===== config.mk =====
export PLATFORM = sky130hd
export DESIGN_NAME = uart_transceiver
export DESIGN_NICKNAME = d
export VERILOG_FILES = /design/src/rtl/uart_transceiver.sv
export SDC_FILE = /design/constraint.sdc
export NUM_CORES = 1
export LEC_CHECK = 0
export CORE_MARGIN = 1
export CORE_UTILIZATION = 45
export CTS_CLUSTER_SIZE = 14
export DETAILED_ROUTE_END_ITERATION = 10
export GPL_TIMING_DRIVEN = 0
export PLACE_DENSITY = 0.68
export SLEW_MARGIN = 25
export SYNTH_ARGS = -nofsm -noshare
export SYNTH_HDL_FRONTEND = slang
export SYNTH_SLANG_ARGS = --single-unit

===== constraint.sdc =====
create_clock -name clk -period 1.9 [get_ports clk]
set_input_delay 0.19 -clock clk [delete_from_list [all_inputs] [get_ports clk]]
set_output_delay 0.19 -clock clk [all_outputs]
set_load 0.01 [all_outputs]

===== src/rtl/uart_transceiver.sv =====
// uart_transceiver: full-duplex 8N1 UART with shared 16x baud tick, sticky status flags and break-tolerant receiver
module uart_transceiver #(
  parameter int CLK_FREQ = 100000000,
  parameter int BAUD     = 9600,
  parameter int DIV      = CLK_FREQ / (BAUD * 16)
) (
  input  logic       clk,
  input  logic       reset,
  input  logic [7:0] tx_data,
  input  logic       tx_start,
  output logic       tx_status,
  output logic       tx_flag,
  input  logic       tx_clear,
  output logic [7:0] rx_data,
  output logic       rx_flag,
  input  logic       rx_clear,
  output logic       rx_error,
  input  logic       rxd,
  output logic       txd
);
  localparam int CW = $clog2(DIV);
  typedef enum logic [1:0] {IDLE, START, DATA, STOP} state_t;
  logic [CW-1:0] cnt;
  logic          tick;
  state_t        tx_st, tx_nx, rx_st, rx_nx;
  logic [3:0]    tx_tc, rx_tc;
  logic [2:0]    tx_idx, rx_idx;
  logic [7:0]    tx_sh, rx_sh;
  logic          tx_end, rx_mid, rx_end, rs1, rs2, armed, stop_ok, stop_bad;
  assign tick = cnt == CW'(DIV - 1);
  always_ff @(posedge clk or posedge reset)
    if (reset) cnt <= '0;
    else cnt <= tick ? '0 : cnt + CW'(1);
  assign tx_end    = tick && tx_tc == 4'd15;
  assign tx_status = tx_st != IDLE;
  assign txd       = tx_st == START ? 1'b0 : tx_st == DATA ? tx_sh[tx_idx] : 1'b1;
  always_comb begin
    tx_nx = tx_st;
    case (tx_st)
      IDLE:    tx_nx = tx_start ? START : IDLE;
      START:   tx_nx = tx_end ? DATA : START;
      DATA:    tx_nx = tx_end && tx_idx == 3'd7 ? STOP : DATA;
      STOP:    tx_nx = tx_end ? IDLE : STOP;
      default: tx_nx = IDLE;
    endcase
  end
  always_ff @(posedge clk or posedge reset)
    if (reset) begin
      tx_st   <= IDLE;
      tx_tc   <= '0;
      tx_idx  <= '0;
      tx_sh   <= '0;
      tx_flag <= 1'b0;
    end else begin
      tx_st   <= tx_nx;
      tx_tc   <= tx_st != tx_nx ? 4'd0 : tick ? tx_tc + 4'd1 : tx_tc;
      tx_idx  <= tx_st == IDLE ? 3'd0 : tx_st == DATA && tx_end ? tx_idx + 3'd1 : tx_idx;
      tx_sh   <= tx_st == IDLE && tx_start ? tx_data : tx_sh;
      tx_flag <= (tx_st == STOP && tx_end) | (tx_flag & ~tx_clear);
    end
  assign rx_mid   = tick && rx_tc == 4'd7;
  assign rx_end   = tick && rx_tc == 4'd15;
  assign stop_ok  = rx_st == STOP && rx_end && rs2;
  assign stop_bad = rx_st == STOP && rx_end && !rs2;
  always_comb begin
    rx_nx = rx_st;
    case (rx_st)
      IDLE:    rx_nx = tick && !rs2 && armed ? START : IDLE;
      START:   rx_nx = rx_mid ? (rs2 ? IDLE : DATA) : START;
      DATA:    rx_nx = rx_end && rx_idx == 3'd7 ? STOP : DATA;
      STOP:    rx_nx = rx_end ? IDLE : STOP;
      default: rx_nx = IDLE;
    endcase
  end
  always_ff @(posedge clk or posedge reset)
    if (reset) begin
      rs1      <= 1'b1;
      rs2      <= 1'b1;
      armed    <= 1'b1;
      rx_st    <= IDLE;
      rx_tc    <= '0;
      rx_idx   <= '0;
      rx_sh    <= '0;
      rx_data  <= '0;
      rx_flag  <= 1'b0;
      rx_error <= 1'b0;
    end else begin
      rs1      <= rxd;
      rs2      <= rs1;
      armed    <= stop_bad ? 1'b0 : rs2 ? 1'b1 : armed;
      rx_st    <= rx_nx;
      rx_tc    <= rx_st != rx_nx ? 4'd0 : tick ? rx_tc + 4'd1 : rx_tc;
      rx_idx   <= rx_st == IDLE ? 3'd0 : rx_st == DATA && rx_end ? rx_idx + 3'd1 : rx_idx;
      rx_sh    <= rx_st == DATA && rx_end ? {rs2, rx_sh[7:1]} : rx_sh;
      rx_data  <= stop_ok ? rx_sh : rx_data;
      rx_flag  <= stop_ok | (rx_flag & ~rx_clear);
      rx_error <= stop_bad | (stop_ok & rx_flag) | (rx_error & ~rx_clear);
    end
endmodule

* Yosys cells after proc, flatten, opt, wreduce, memory -nomap -nowiden
Cells that the tools add are included.
Storage, ports and cells: register bits after elaboration 58, word-level logic and storage cells 95, bits of input ports 14
Operators by class: add/subtract/negate cells 5, bitwise logic cells 10, multiplexer cells 26, eq/ne operators 14, $lt $le $gt $ge 1, reduce and logical (&&, ||, !) cells 23
Operators with widths (number):
- 4-bit two-way mux | 4
- 2-bit one-hot mux with 4 select lines | 2
- 1-bit logical AND | 14
- 3-bit two-way mux | 4
- 2-bit nonzero test | 6
- 10-bit by 1-bit adder with 10-bit output (second input constant) | 1
- 10-bit equality test (second input constant) | 1
- 10-bit two-way mux | 1
- 2-bit two-way mux | 5
- 1-bit two-way mux | 9
- 4-bit by 1-bit adder with 4-bit output (second input constant) | 2
- 2-bit equality test (second input constant) | 4
- 4-bit equality test (second input constant) | 2
- 3-bit by 1-bit adder with 3-bit output (second input constant) | 2
- 3-bit equality test (second input constant) | 2
- 1-bit AND | 4
- 2-bit by 1-bit equality test with 1-bit output (second input constant) | 2
- 4-bit by 3-bit equality test with 1-bit output (second input constant) | 1
- 2-bit zero test | 2
- 3-bit by 4-bit less-than comparator with 1-bit output (second input constant) | 1
- 2-bit inequality test | 2
- 1-bit bitwise OR | 4
- 1-bit binary-select mux with 3-bit select | 1
- 1-bit inverter | 2
- 1-bit zero test | 1

* Longest topological paths before layout
word-level depth 7, mapped depth 7

* Worst setup path before layout
No wires, ideal clock.
path type reg-to-reg, from register cnt[0], to register rx_sh[0], cell stages (with the launch flop) 8, slack -0.133 ns, arrival time 1.909 ns, required time 1.775 ns, cells stage by stage dfrtp_1 -> inv_1 -> ha_1 -> nand4b_1 -> nor4_2 -> and2_1 -> buf_4 -> mux2_2
On the way: longest elaborated chain between the ends 3
RTL lines:
- from (decl) | line 23 | logic [CW-1:0] cnt;
- from (signal assigned) | line 33 | else cnt <= tick ? '0 : cnt + CW'(1);
- 10-bit equality test | line 30 | assign tick = cnt == CW'(DIV - 1);
- 1-bit logical AND | line 62 | assign rx_end = tick && rx_tc == 4'd15;
- 1-bit logical AND | line 94 | rx_sh <= rx_st == DATA && rx_end ? {rs2, rx_sh[7:1]} : rx_sh;
- to (signal assigned) | line 94
- to (decl) | line 28 | logic [7:0] tx_sh, rx_sh;
No other way between the ends. A chain may end at the register's enable or synchronous reset.

* Worst setup path after layout
from register cnt[5], to register tx_tc[0]
On the way: longest elaborated chain between the ends 7, elaborated cells between the ends (all ways) 10, classes of those cells eq/ne: 2; mux: 5; reduce/logical: 3
RTL lines:
- 10-bit equality test * | line 30
- 1-bit logical AND | line 34 | assign tx_end = tick && tx_tc == 4'd15;
- 1-bit logical AND | line 42 | DATA: tx_nx = tx_end && tx_idx == 3'd7 ? STOP : DATA;
- 1-bit two-way mux | line 42
- 2-bit one-hot mux with 4 select lines | line 39 | case (tx_st)
- 2-bit inequality test | line 56 | tx_tc <= tx_st != tx_nx ? 4'd0 : tick ? tx_tc + 4'd1 : tx_tc;
- 4-bit two-way mux / 2-bit nonzero test (equally long branches)
- to (signal assigned) | line 56
- to (decl) | line 26 | logic [3:0] tx_tc, rx_tc;
Every way passes the cells marked *; elsewhere a longest branch is shown, timed or not.

==> flow_results.org <==
** Setup path
- The worst setup path is captured at a flop.
- The critical path goes through or3_4 > or3_4 > buf_6 > or3_4 > a21oi_2.
- Worst path slowest cell :: sky130_fd_sc_hd__or3_4
- Kind of critical path :: reg -> reg
- The worst setup path is launched from a flop.
- Counting stages on the worst path, the most repeated cell is sky130_fd_sc_hd__or3_4.
- STA puts the critical path data required time at 2.18 ns.
- Delay of the slowest cell on the worst path :: approximately 0.45 ns
- Endpoint arrival time on the critical path :: between 2 and 2.5 ns
- Crit-path max FO :: 6

** Timing
- Post-layout minimum cycle time :: just under 2 ns
- The total count of hold-check failures in the final report came to 0.
- Setup slack on the critical path of the routed design comes to -0.0344 ns.
- Final worst path period share :: 102%
- Setup repair after global routing could not meet its margin everywhere.
- The max-slew violation count is 0.
- Headroom to the max-slew limit came out at 52.6%.
- Static timing analysis puts the maximum clock frequency at between 0.5 and 0.6 GHz.
- For the pin with the worst max-slew slack, the measured transition is 0.701 ns.
- Setup skew after layout :: between 0.01 and 0.015 ns
- Setup violations remaining at the end of the flow were counted as 1.

** Power and ir drop
- Psw :: between 500 and 600 uW
- The internal portion of the total power is roughly 2.3 mW.
- The design draws about 2.8 mW.
- Per report_power, the clock group accounts for ~50% of the total.
- Registers are responsible for between 40% and 50% of the overall power.
- Switching part of the total power :: 19.9%
- Power spread over the standard cell area amounts to between 700 and 800 nW/um2.
- Comb power frac :: about 3.6%
- Maximum vdd ir drop :: 515 uV
- Summed over all cells, the static leakage comes to 1.64 nW.

** CTS
- Clk slew on worst S/H paths :: ~0.070 ns
- Maximum level of the CTS H-tree :: 3
- Clock latency at the later pin of the worst-skew pair :: roughly 0.35 ns
- Cts-stage hold buffer count :: 0
- The clock passes through at most 2 buffers.
- CTS tree :: yes
- CTS placed an instance of sky130_fd_sc_hd__clkbuf_8 at the clock tree root.
- Number of sinks handled by clock tree synthesis :: 58
- Clock tree synthesis inserted a total of 9 buffers.

** Drt
- Antenna Violating Nets Remaining :: 0
- Before antenna repair, the detailed router went through 4 iterations.
- Met3 Routed Length :: approximately 210 um
- The final route contains approximately 1900 vias.
- In the final routed layout, each cell accounts on average for between 15 and 20 um.
- Highest Signal Layer :: met4
- Number of DRC violations after detailed routing :: 0
- Mean number of vias per cell :: about 5.4
- For this block, the routed nets add up to about 5.6 mm of wire.
- The detailed router finished its first iteration with about 110 violations.
- After detailed routing, the wire length on met1 is between 2 and 3 mm.
- Met2 WL post-DR :: 2.73 mm

** Yosys
- The number of nets handed over by synthesis was 252.
- Number of synthesized register bits :: 58
- Synthesized netlist cell count :: 230
- Cells taking the most area after synthesis :: sky130_fd_sc_hd__dfrtp_1, sky130_fd_sc_hd__mux2_2, sky130_fd_sc_hd__ha_1
- Ys async rst share :: 100%
- Avg Inst Size Synth :: roughly 12 um2
- Number of library cell types mapped by synthesis :: 46
- Counting flops with a built-in enable in the synthesized netlist gives 0.
- Synthesis Warnings :: 0
- Share of the synthesized area in the top cell type :: a little over 50%
- Part of the Yosys area used for sequential elements :: 53.9%
- sky130_fd_sc_hd__dfrtp_1 takes more of the synthesized area than any other cell.
- The commonest cells after synthesis are sky130_fd_sc_hd__dfrtp_1, sky130_fd_sc_hd__mux2_2, sky130_fd_sc_hd__nand2_1.
- Dominant register cell in the synthesized netlist :: sky130_fd_sc_hd__dfrtp_1
- In the post-synthesis netlist, the cell with the most instances is sky130_fd_sc_hd__dfrtp_1.
- The synthesized netlist occupies a cell area of between 2000 and 3000 um2.

** Final layout
- The layout has ~430 filler cells.
- The multi-input combinational cells in the finished layout cover a total of 1290 um2.
- From synthesis to final layout, the design area changed by 34.7%.
- Net count reported at finish :: roughly 310
- Fraction of layout instances using a drive strength above 1 :: a little under a third
- Number of antenna repair diodes :: 0
- Registers take 1460 um2.

** Min path
- Type of the worst min-delay path :: in -> async

** GRT
- Pin count of the biggest net entering global routing :: 50
- First-pass GRT wire length :: between 9 and 10 mm
- Global routing used around a fifth of the available tracks.
- The via count of the first global-routing pass is between 1500 and 2000.
- GR Overflow Total :: 0
- Initial antenna violation count :: 0

** Floorplanning
- Die ar. :: approximately 6300 um2
- In this run the standard cell core region covers about 5600 um2.
- During I/O placement, the number of pins put on the boundary was 27.
- The floorplan has 27 rows.
- Measured along the y axis, the die boundary spans 79.4 um.
- In this run the horizontal extent of the chip is roughly 79 um.
- Once the floorplan was initialized, standard cells occupied a little under half of the core.

** Status
- Violated checks :: setup timing
- Run status :: complete, but fails checks

** Job
- The tool flagged a number of max-cap violations equal to 0.

** Placed design
- Count of buffers from port buffering :: 26
- Once detailed placement completed, the half-perimeter wirelength came to ~3.4 mm.
- Placement-stage worst setup slack :: -0.263 ns
- Routability congestion estimate :: between 0.7 and 0.8
## per-stage QoR
step                setup TNS (ns)  utilization, %  area (um2)  cells  hold WS, ns
floorplan                        0               -        2710    230        0.194
global placement            -46.17            54.2        3060    328        0.346
detailed placement           -5.01            54.7        3090    329        0.347
CTS                         -0.164            62.3        3520    352       0.0929
global route                -0.631            64.4        3640    362       0.0988
finish                     -0.0344            64.4        3640    362       0.0977
## flip-flops by register name (all words and copies together) (netlist names), 2 cells and up
register  count
rx_sh         8
tx_sh         8
tx_idx        3
rx_tc         4
cnt          10
tx_st         2
rx_st         2
rx_data       8
rx_idx        3
tx_tc         4
## worst max-delay path: cells and delay by family (launching register included)
family	cells	cell delay (ns)
flip-flops	1	0.40
buffers and inverters	1	0.14
AO/OA/AOI/OAI	1	0.13
AND/OR/NAND/NOR	3	1.21
## area by class of cell
cell class | instances | share of cell area [%]
well taps | 72 | 2.48
repair buffers | 47 | 12.1
plain buffers | 7 | 1.75
multi-input cells | 152 | 35.4
clock buffers | 12 | 4.27
flip-flops and latches | 58 | 40.1
clock inverters | 4 | 2.72
inverters | 10 | 1.10
## power groups by stage
stage	logic [mW]	registers, mW	clock network (mW)
6_report	0.101	1.28	1.45
5_1_grt	0.114	1.28	1.52
4_1_cts	0.103	1.28	1.47
3_5_place_dp	0.103	1.30	0
3_3_place_gp	0.0924	1.30	0
2_1_floorplan	0.0557	1.30	0
## cell families after synthesis
family,Yosys count,synth area share (%)
XOR/XNOR,9,2.92
AO/OA/AOI/OAI,34,8.21
adder cells (fa/ha/maj),8,3.71
flip-flops,58,53.9
AND/OR/NAND/NOR,72,15.3
buffers and inverters,20,3.20
multiplexers,29,12.8
## worst paths after layout
| check | startpoint | end | slack [ns] | cells past startpoint |
|---|---|---|---|---|
| worst max-delay path | cnt[5] | tx_tc[0] | -0.03 | 5 |
| worst min-delay path | reset | tx_sh[7] | 0.1 | 2 |
| worst max register to register | cnt[5] | tx_tc[0] | -0.03 | 5 |
| worst min register to register | rs1 | rs2 | 0.36 | 0 |
| max in group asynchronous | reset | armed | 1.29 | 3 |
| min in group clk | rxd | rs1 | 0.25 | 1 |
## placed cells by master (no fill, tap or decap), types with 5 or more instances in the layout
cell,count
sky130_fd_sc_hd__dfrtp_1,52
sky130_fd_sc_hd__clkdlybuf4s50_1,25
sky130_fd_sc_hd__buf_4,18
sky130_fd_sc_hd__mux2_4,16
sky130_fd_sc_hd__nand2_1,14
sky130_fd_sc_hd__nand3_1,13
sky130_fd_sc_hd__nor2_1,12
sky130_fd_sc_hd__clkbuf_8,11
sky130_fd_sc_hd__o21ai_0,9
sky130_fd_sc_hd__inv_1,8
sky130_fd_sc_hd__mux2_2,8
sky130_fd_sc_hd__xnor2_1,7
sky130_fd_sc_hd__ha_1,6
sky130_fd_sc_hd__a21oi_1,5
## timing repair
item                                    CTS  global route
endpoints found under the setup margin   43            30
pin swaps                                 5            10
resized for setup                        35            14
setup buffers                             9            10
gates cloned                              1             0
## per-layer routing
| layer | vias to the layer above | global-route usage, % |
|---|---|---|
| met4 | 0 | 10.4 |
| met5 | - | 0 |
| li1 | 935 | - |
| met3 | 8 | 5.14 |
| met2 | 38 | 29.8 |
| met1 | 963 | 26.4 |
No activity file was read; power rests on OpenSTA's default activity.
